File: src/rtl/video_timing_gen.sv
// Two-axis video timing generator with runtime mode programming applied at frame boundaries,
// plus frame counter and sticky line-match interrupt.
module video_timing_gen #(
  parameter int CW      = 12,
  parameter int H_RES   = 640,
  parameter int H_FP    = 16,
  parameter int H_SYNC  = 96,
  parameter int H_BP    = 48,
  parameter int V_RES   = 480,
  parameter int V_FP    = 10,
  parameter int V_SYNC  = 2,
  parameter int V_BP    = 33,
  parameter bit H_POL   = 1'b0,
  parameter bit V_POL   = 1'b0,
  parameter int FRAME_W = 8
) (
  input  logic                 clk,
  input  logic                 reset,
  input  logic                 pix_en,
  input  logic                 cfg_valid,
  output logic                 cfg_ready,
  input  logic                 cfg_sel,
  input  logic [CW-2:0]        cfg_res,
  input  logic [CW-2:0]        cfg_fp,
  input  logic [CW-2:0]        cfg_sync,
  input  logic [CW-2:0]        cfg_bp,
  input  logic                 cfg_pol,
  input  logic signed [CW-1:0] irq_line,
  input  logic                 irq_clear,
  output logic signed [CW-1:0] x,
  output logic signed [CW-1:0] y,
  output logic                 hsync,
  output logic                 vsync,
  output logic                 de,
  output logic                 frame_start,
  output logic                 irq,
  output logic [FRAME_W-1:0]   frame_cnt
);

  typedef logic [CW-2:0] fld_t;

  localparam logic signed [CW-1:0] ONE = CW'(1);
  localparam logic signed [CW-1:0] HB0 = CW'(H_FP + H_SYNC + H_BP);
  localparam logic signed [CW-1:0] VB0 = CW'(V_FP + V_SYNC + V_BP);

  // Index 0 = horizontal axis, index 1 = vertical axis.
  logic [1:0][CW-2:0] act_res, act_fp, act_sync, act_bp;
  logic [1:0][CW-2:0] stg_res, stg_fp, stg_sync, stg_bp;
  logic [1:0]         act_pol, stg_pol, pending;

  logic signed [CW-1:0] hc, vc;
  logic signed [CW-1:0] bh, bv, bh_nx, bv_nx, hlast, vlast;
  logic                 line_end, frame_end, cfg_accept, irq_set;

  function automatic logic signed [CW-1:0] blank(input fld_t fp, input fld_t sync, input fld_t bp);
    return $signed({1'b0, fp}) + $signed({1'b0, sync}) + $signed({1'b0, bp});
  endfunction

  // Sync window is -(sync+bp) <= count < -bp; empty when sync is zero.
  function automatic logic sync_out(input logic signed [CW-1:0] count, input fld_t sync,
                                    input fld_t bp, input logic pol);
    logic signed [CW-1:0] lo, hi;
    logic                 cond;
    lo   = -($signed({1'b0, sync}) + $signed({1'b0, bp}));
    hi   = -$signed({1'b0, bp});
    cond = (count >= lo) && (count < hi);
    return pol ? cond : ~cond;
  endfunction

  assign bh    = blank(act_fp[0], act_sync[0], act_bp[0]);
  assign bv    = blank(act_fp[1], act_sync[1], act_bp[1]);
  assign bh_nx = pending[0] ? blank(stg_fp[0], stg_sync[0], stg_bp[0]) : bh;
  assign bv_nx = pending[1] ? blank(stg_fp[1], stg_sync[1], stg_bp[1]) : bv;
  assign hlast = $signed({1'b0, act_res[0]}) - ONE;
  assign vlast = $signed({1'b0, act_res[1]}) - ONE;

  assign line_end   = pix_en && (hc == hlast);
  assign frame_end  = line_end && (vc == vlast);
  assign cfg_ready  = ~pending[cfg_sel];
  assign cfg_accept = cfg_valid && cfg_ready;
  assign irq_set    = pix_en && (vc == irq_line) && (hc == -bh);

  always_ff @(posedge clk or posedge reset) begin
    if (reset) begin
      act_res     <= {fld_t'(V_RES), fld_t'(H_RES)};
      act_fp      <= {fld_t'(V_FP), fld_t'(H_FP)};
      act_sync    <= {fld_t'(V_SYNC), fld_t'(H_SYNC)};
      act_bp      <= {fld_t'(V_BP), fld_t'(H_BP)};
      act_pol     <= {V_POL, H_POL};
      stg_res     <= {fld_t'(V_RES), fld_t'(H_RES)};
      stg_fp      <= {fld_t'(V_FP), fld_t'(H_FP)};
      stg_sync    <= {fld_t'(V_SYNC), fld_t'(H_SYNC)};
      stg_bp      <= {fld_t'(V_BP), fld_t'(H_BP)};
      stg_pol     <= {V_POL, H_POL};
      pending     <= '0;
      hc          <= -HB0;
      vc          <= -VB0;
      x           <= -HB0;
      y           <= -VB0;
      hsync       <= ~H_POL;
      vsync       <= ~V_POL;
      de          <= 1'b0;
      frame_start <= 1'b0;
      irq         <= 1'b0;
      frame_cnt   <= '0;
    end else begin
      if (cfg_accept) begin
        stg_res[cfg_sel]  <= (cfg_res == '0) ? fld_t'(1) : cfg_res;
        stg_fp[cfg_sel]   <= cfg_fp;
        stg_sync[cfg_sel] <= cfg_sync;
        stg_bp[cfg_sel]   <= cfg_bp;
        stg_pol[cfg_sel]  <= cfg_pol;
        pending[cfg_sel]  <= 1'b1;
      end
      // A write landing on the frame-end cycle sees pending still clear, so it waits a frame.
      if (frame_end) begin
        for (int i = 0; i < 2; i++) begin
          if (pending[i]) begin
            act_res[i]  <= stg_res[i];
            act_fp[i]   <= stg_fp[i];
            act_sync[i] <= stg_sync[i];
            act_bp[i]   <= stg_bp[i];
            act_pol[i]  <= stg_pol[i];
            pending[i]  <= 1'b0;
          end
        end
        frame_cnt <= frame_cnt + 1'b1;
      end
      if (pix_en) begin
        if (line_end) begin
          hc <= frame_end ? -bh_nx : -bh;
          vc <= frame_end ? -bv_nx : vc + ONE;
        end else begin
          hc <= hc + ONE;
        end
        // output stage: one enabled pixel behind the counters, all fields aligned
        x           <= hc;
        y           <= vc;
        hsync       <= sync_out(hc, act_sync[0], act_bp[0], act_pol[0]);
        vsync       <= sync_out(vc, act_sync[1], act_bp[1], act_pol[1]);
        de          <= ~hc[CW-1] && ~vc[CW-1];
        frame_start <= (hc == '0) && (vc == '0);
      end
      irq <= irq_set | (irq & ~irq_clear);
    end
  end

endmodule

File: config.mk
export PLATFORM = sky130hd
export DESIGN_NAME = video_timing_gen
export DESIGN_NICKNAME = d
export VERILOG_FILES = /design/src/rtl/video_timing_gen.sv
export SDC_FILE = /design/constraint.sdc
export NUM_CORES = 1
export LEC_CHECK = 0
export ABC_AREA = 1
export ABC_CLOCK_PERIOD_IN_PS = 8400
export BUFFER_PORTS_ARGS = -buffer_cell sky130_fd_sc_hd__buf_2
export CORE_MARGIN = 3
export CORE_UTILIZATION = 35
export DETAILED_ROUTE_END_ITERATION = 8
export HOLD_SLACK_MARGIN = 0.05
export SLEW_MARGIN = 5
export SYNTH_ARGS = -nofsm -noshare
export SYNTH_HDL_FRONTEND = slang
export SYNTH_SLANG_ARGS = --single-unit
File: constraint.sdc
create_clock -name clk -period 8.4 [get_ports clk]
set_input_delay 0.42 -clock clk [delete_from_list [all_inputs] [get_ports clk]]
set_output_delay 0.42 -clock clk [all_outputs]
set_load 0.005 [all_outputs]
==> results.py, run 1 <==
metrics = {
    "status": {
        "outcome": "finished, final reports clean",
    },
    "clock_tree": {
        "clk_latency_ns": 0.58,
        "cts_buffers": 29,
        "cts_sinks": 243,
        "ctsRootBufferMaster": "clkbuf_16",
        "cts_resized": 0,
        "cts_hold_repair.buffers": 0,
        "cts_tree": "done",
        "post_cts_buffers": 0,
        "cts.htree.levels": 1,
        "clk_pin_slew_ns": 0.06,
        "cts_buffer_depth": 3,
    },
    "worst_setup_path": {
        "cp_top_family": "simple AND/OR/NAND/NOR gates",
        "worstSetupPathType": "flop to flop",
        "arrival_ns": 4.45,
        "critPathRequiredTime_ns": 8.84,
        "crit_chain": "inv_1 > ha_1 > nand2_2 > nor2_2 > nand3_1 > xor2_1 > nand4_4 > nor2_4 > buf_4 > nand2_4 > nand2_1 > o21ai_2",
        "crit_path_start_kind": "flop",
        "crit_fanout": 91,
        "max_stage_delay_ns": 0.75,
        "crit_buf_inv": 2,
        "cpMaxStageDelayCell": "buf_4",
        "cp-end-kind": "flop",
    },
    "hold_path": {
        "min_path_type": "input pin to async pin",
    },
    "synth": {
        "synthCells": 2403,
        "synth_ff_type": "dfrtp_1",
        "synth.area.top_cells": "dfrtp_1 25%, nand2_1 14%, ha_1 9.6%, dfstp_2 9.2%, nand3_1 6.6%",
        "yosysMostFrequentCell": "nand2_1",
        "ys_ff_latch": 243,
        "syn-cell-area_um2": 18200,
        "async_reset_ff_share_pct": 100,
        "synth_top_area_cell": "dfrtp_1",
        "synth_top_area_share_pct": 24.6,
        "synth_area_per_cell_um2": 7.57,
        "yosysUniqueCellTypes": 58,
        "synth_edf_count": 0,
        "synth_nets": 2656,
        "yosys-top-cells-count": "680 x nand2_1, 297 x inv_1, 241 x nand3_1",
        "ys_seq_area_share_pct": 33.9,
        "ys_warn_count": 0,
    },
    "timing": {
        "rsz0062_at_grt": "no",
        "drv_slew": 0,
        "period_needed_ns": 4.00,
        "worst_slack_ns": 4.40,
        "slew-limit-headroom_pct": 23.8,
        "skew_ns": 0.0123,
        "fmax_ghz": 0.250,
        "tns_ns": 0,
        "finalSetupViolations": 0,
        "post-route-period-util_pct": 47.6,
        "worstMarginPinSlew_ns": 1.14,
        "hold_viol_final": 0,
    },
    "flow_run": {
        "cap_violations": 0,
    },
    "power_and_ir_drop": {
        "totalPowerFinal_mw": 5.61,
        "irDropWorstVdd_mv": 0.267,
        "p_leak_nw": 10.4,
        "power.density_nw_per_um2": 278,
    },
    "place": {
        "port_buffers": 100,
        "post-dp-hpwl_mm": 43.3,
        "pre_cts_ws_ns": 4.48,
        "gp_congestion": 0.891,
    },
    "detailed_routing": {
        "dr.first_iter.drc_count": 1288,
        "vias": 16100,
        "avgViaCountPerCell": 5.07,
        "drc_errors": 0,
        "drtAntennaViolNets": 0,
        "routed_wirelength_mm": 55.2,
        "wire_per_inst_um": 17.4,
        "first_pass_iters": 5,
    },
    "die": {
        "die-height_um": 234,
        "start_util_pct": 35.8,
        "dieArea_um2": 54800,
        "row_count": 82,
        "ios": 101,
        "die_w_um": 234,
        "core-area_um2": 50800,
    },
    "finish": {
        "antenna_cells": 0,
        "syn_to_final_growth_pct": 10.9,
        "layout-drive-gt1-share_pct": 11.2,
        "fin_util_pct": 39.7,
        "fin_nets": 2726,
    },
    "grt": {
        "grt_util_all_layers_pct": 20.2,
        "grt_max_degree": 128,
        "gr-total-overflow": 0,
        "grt_pass1_vias": 15500,
        "antenna_found_initial": 0,
        "grt_first_pass_wirelength_mm": 86.5,
    },
}
routing by layer:
layer | GRT usage (%) | wire (µm)
met5 | 0 | 0
met3 | 2.44 | 2890
met1 | 29.2 | 26200
met4 | 7.63 | 2350
met2 | 30.9 | 23800
worst reg2reg max path: cells and delay by family, from the launching register on:
family | cells | cell delay, ns
compound gates | 1 | 0.07
xor+xnor | 1 | 0.38
fa+ha+maj | 1 | 0.19
buf+inv | 2 | 0.84
flops | 1 | 0.40
simple gates | 7 | 1.98
flip-flops by register name, summed over array words and instances (netlist names), 22 cells and up:
register and flops:
act_res 22, act_sync 22, stg_fp 22, act_fp 22
stg_sync 22, stg_bp 22, stg_res 22, act_bp 22
final cells by class:
cell class,count,area (µm²)
clock buffers,42,825
well taps,672,841
inverters,306,1160
repair buffers,107,553
fillers,5274,30600
multi-input cells,1786,10500
clock inverters,11,124
flip-flops and latches,243,6160
per-stage QoR:
step	instance area, µm²	cells	hold WS (ns)
finish	20200	3167	0.0417
global route	20200	3167	0.0876
CTS	20200	3167	0.0606
detailed placement	19200	3114	0.463
global placement	19200	3114	0.457
floorplan	18200	2403	0.442
report_power, final:
part           internal [mW]  total [mW]  switching [mW]
clock network          0.741        1.27           0.528
registers               1.44        1.74           0.306
logic                  0.901        2.60            1.70
cells by family (layout without fill, tap and decap cells):
logic type | count (synthesis) | in the layout | share of synthesized area (%)
XOR/XNOR | 102 | 102 | 5.03
AO/OA/AOI/OAI | 303 | 303 | 9.18
buffers and inverters | 374 | 466 | 8.37
adder cells (fa/ha/maj) | 190 | 190 | 15.1
AND/OR/NAND/NOR | 1185 | 1185 | 28.1
multiplexers | 6 | 6 | 0.330
flip-flops | 243 | 243 | 33.9
final timing paths:
kind                             start          end  slack [ns]  depth (start not counted)
max                         act_res[0]  act_res[21]        4.40                         12
min                              reset  stg_sync[4]        0.04                          2
max reg2reg                 act_res[0]  act_res[21]        4.40                         12
min reg2reg                stg_res[18]  stg_res[18]        0.47                          2
max in group asynchronous        reset          irq        6.24                          4
min in group clk             cfg_bp[5]    stg_bp[5]        0.08                          3
layout by cell type (no fill, tap or decap), types with 4 or more instances in the layout:
master,count
a21o_1,4
a21oi_1,84
and2_1,4
buf_2,100
buf_4,7
clkbuf_1,8
clkbuf_16,29
clkbuf_8,5
dfrtp_1,177
dfstp_2,64
fa_1,50
ha_1,140
inv_1,294
inv_2,9
mux2i_1,6
nand2_1,680
nand2_2,7
nand3_1,241
nand3b_1,8
nand4_1,32
nor2_1,136
nor2_2,9
nor2_4,6
nor3_1,32
nor4_1,4
o211ai_1,12
o21a_1,4
o21ai_0,149
o21ai_1,15
o21ai_2,7
o21bai_1,7
o31ai_1,6
or2_2,11
xnor2_1,34
xor2_1,66
No activity file was read; power rests on OpenSTA's default activity.
==> run 2: changes to the inputs <==
ABC_CLOCK_PERIOD_IN_PS = 4100   (was 8400)
clock period = 4.1 ns   (was 8.4 ns; I/O delays follow)
==> results.py, run 2 (synthesis results as in run 1) <==
metrics = {
    "status": {
        "outcome": "finished, final reports clean",
    },
    "worst_setup_path": {
        "arrival_ns": 4.08,
        "cp-end-kind": "flop",
        "r2r_slack_ns": 0.52,
        "crit_fanout": 5,
        "r2r-end": "vsync",
        "r2r-start": "act_bp[11]",
        "endpoint": "vsync",
        "critPathRequiredTime_ns": 4.60,
        "reg2reg_depth": 22,
        "crit_start": "act_bp[11]",
        "worstSetupPathType": "flop to flop",
        "crit_path_start_kind": "flop",
    },
    "power_and_ir_drop": {
        "irDropWorstVdd_mv": 0.479,
        "p_leak_nw": 10.7,
        "power.density_nw_per_um2": 554,
    },
    "finish": {
        "layout-drive-gt1-share_pct": 11.6,
        "stdcell_count": 3230,
        "syn_to_final_growth_pct": 14.5,
        "final_common_cell": "nand2_1",
        "fin_nets": 2787,
        "fill_cells": 5227,
        "antenna_cells": 0,
        "final_cell_mix": "680 x nand2_1, 294 x inv_1, 241 x nand3_1, 177 x dfrtp_1, 149 x o21ai_0",
    },
    "grt": {
        "antenna_found_initial": 0,
        "gr-total-overflow": 0,
        "grt_first_pass_wirelength_mm": 88.0,
        "grt_max_degree": 171,
        "grt_pass1_vias": 15800,
        "grt_util_all_layers_pct": 20.5,
    },
    "clock_tree": {
        "cts_sinks": 243,
        "post_cts_buffers": 0,
        "ctsRootBufferMaster": "clkbuf_16",
        "cts.htree.levels": 1,
        "cts_buffer_depth": 3,
        "cts_buffers": 30,
        "cts_resized": 0,
        "cts_hold_repair.buffers": 46,
        "cts_tree": "done",
        "clk_pin_slew_ns": 0.06,
        "clk_latency_ns": 0.57,
    },
    "die": {
        "row_count": 82,
        "core-area_um2": 50800,
        "start_util_pct": 35.8,
        "die_w_um": 234,
        "die-height_um": 234,
        "dieArea_um2": 54800,
        "ios": 101,
    },
    "detailed_routing": {
        "routed_wirelength_mm": 55.6,
        "avgViaCountPerCell": 5.00,
        "vias": 16200,
        "wire_per_inst_um": 17.2,
        "first_pass_iters": 6,
        "drtAntennaViolNets": 0,
        "drc_errors": 0,
        "dr.first_iter.drc_count": 1146,
    },
    "timing": {
        "worst_slack_ns": 0.521,
        "skew_ns": 0.0161,
        "rsz0062_at_grt": "no",
        "slew-limit-headroom_pct": 28.2,
        "hold_viol_final": 0,
        "fmax_ghz": 0.279,
        "drv_slew": 0,
        "period_needed_ns": 3.58,
        "finalSetupViolations": 0,
        "post-route-period-util_pct": 87.3,
        "tns_ns": 0,
        "worstMarginPinSlew_ns": 1.08,
    },
    "hold_path": {
        "min_path_type": "input pin to flop",
    },
    "place": {
        "pre_cts_ws_ns": 0.562,
        "gp_congestion": 0.913,
        "post-dp-hpwl_mm": 43.9,
        "dpl.cell_count": 3128,
        "port_buffers": 100,
    },
    "flow_run": {
        "cap_violations": 0,
    },
}
==> run 2: cell count changes in the layout (fill, tap and decap cells not counted), moves of 2 or more <==
| cell | delta |
|---|---|
| dlygate4sd3_1 | +46 |
| clkbuf_1 | -2 |
| clkinv_2 | +4 |
| clkbuf_16 | +2 |
| buf_12 | +2 |
| buf_4 | +12 |
==> run 2: worst min-delay path by stage <==
stage	start	to	depth (start not counted)
after global routing	cfg_res[3]	stg_res[14]	3
after global placement	stg_res[18]	stg_res[18]	2
after CTS	cfg_res[3]	stg_res[3]	3
after floorplan	cfg_res[7]	stg_res[18]	2
after detailed placement	stg_res[18]	stg_res[18]	2
final	cfg_res[3]	stg_res[14]	3
==> run 2: through the flow <==
step,hold slack (ns),total power [mW],utilization [%],cell area [µm²]
global placement,0.453,8.72,38.1,19400
detailed placement,0.460,8.82,38.1,19400
finish,0.0753,11.5,41.0,20800
CTS,0.0516,11.6,41.0,20800
global route,0.0755,12.5,41.0,20800
floorplan,0.301,7.13,-,18200
==> run 2: layout make-up <==
class,count,area [µm²],share of cell area [%]
multi-input cells,1786,10500,50.5
flip-flops and latches,243,6160,29.6
inverters,306,1150,5.53
repair buffers,167,1140,5.49
clock buffers,43,881,4.23
well taps,672,841,4.04
clock inverters,13,129,0.619
==> run 2: metal layers <==
layer,share of wire [%],wire (µm),up-vias,track usage (%)
li1,-,-,8043,-
met3,5.8,3210,99,2.79
met2,44,24300,447,32.2
met5,0,0,-,0
met4,3.3,1850,0,6.39
met1,47,26200,7569,29.3
==> run 2: where the power goes <==
part / switching, mW / total (mW) / internal (mW)
Clock: 1.06 / 2.67 / 1.61
Combinational: 3.45 / 5.33 / 1.88
Sequential: 0.591 / 3.54 / 2.95
Total: 5.10 / 11.5 / 6.44
==> run 2: worst max-delay path, stage by stage (launching register included) <==
cell      delay (ns)
dfstp_2         0.57
inv_1           0.07
ha_1            0.18
ha_1            0.21
fa_1            0.40
a21oi_1         0.15
o21bai_1        0.13
nand2_1         0.08
o211ai_1        0.12
a21o_1          0.18
a21oi_1         0.15
xor2_1          0.10
ha_1            0.34
nand2_1         0.08
nor2_1          0.16
nand3_1         0.12
nand3_1         0.10
nand2_1         0.05
nand3_1         0.08
nand2_1         0.06
nand2_1         0.05
nand3_1         0.06
nand2_1         0.06
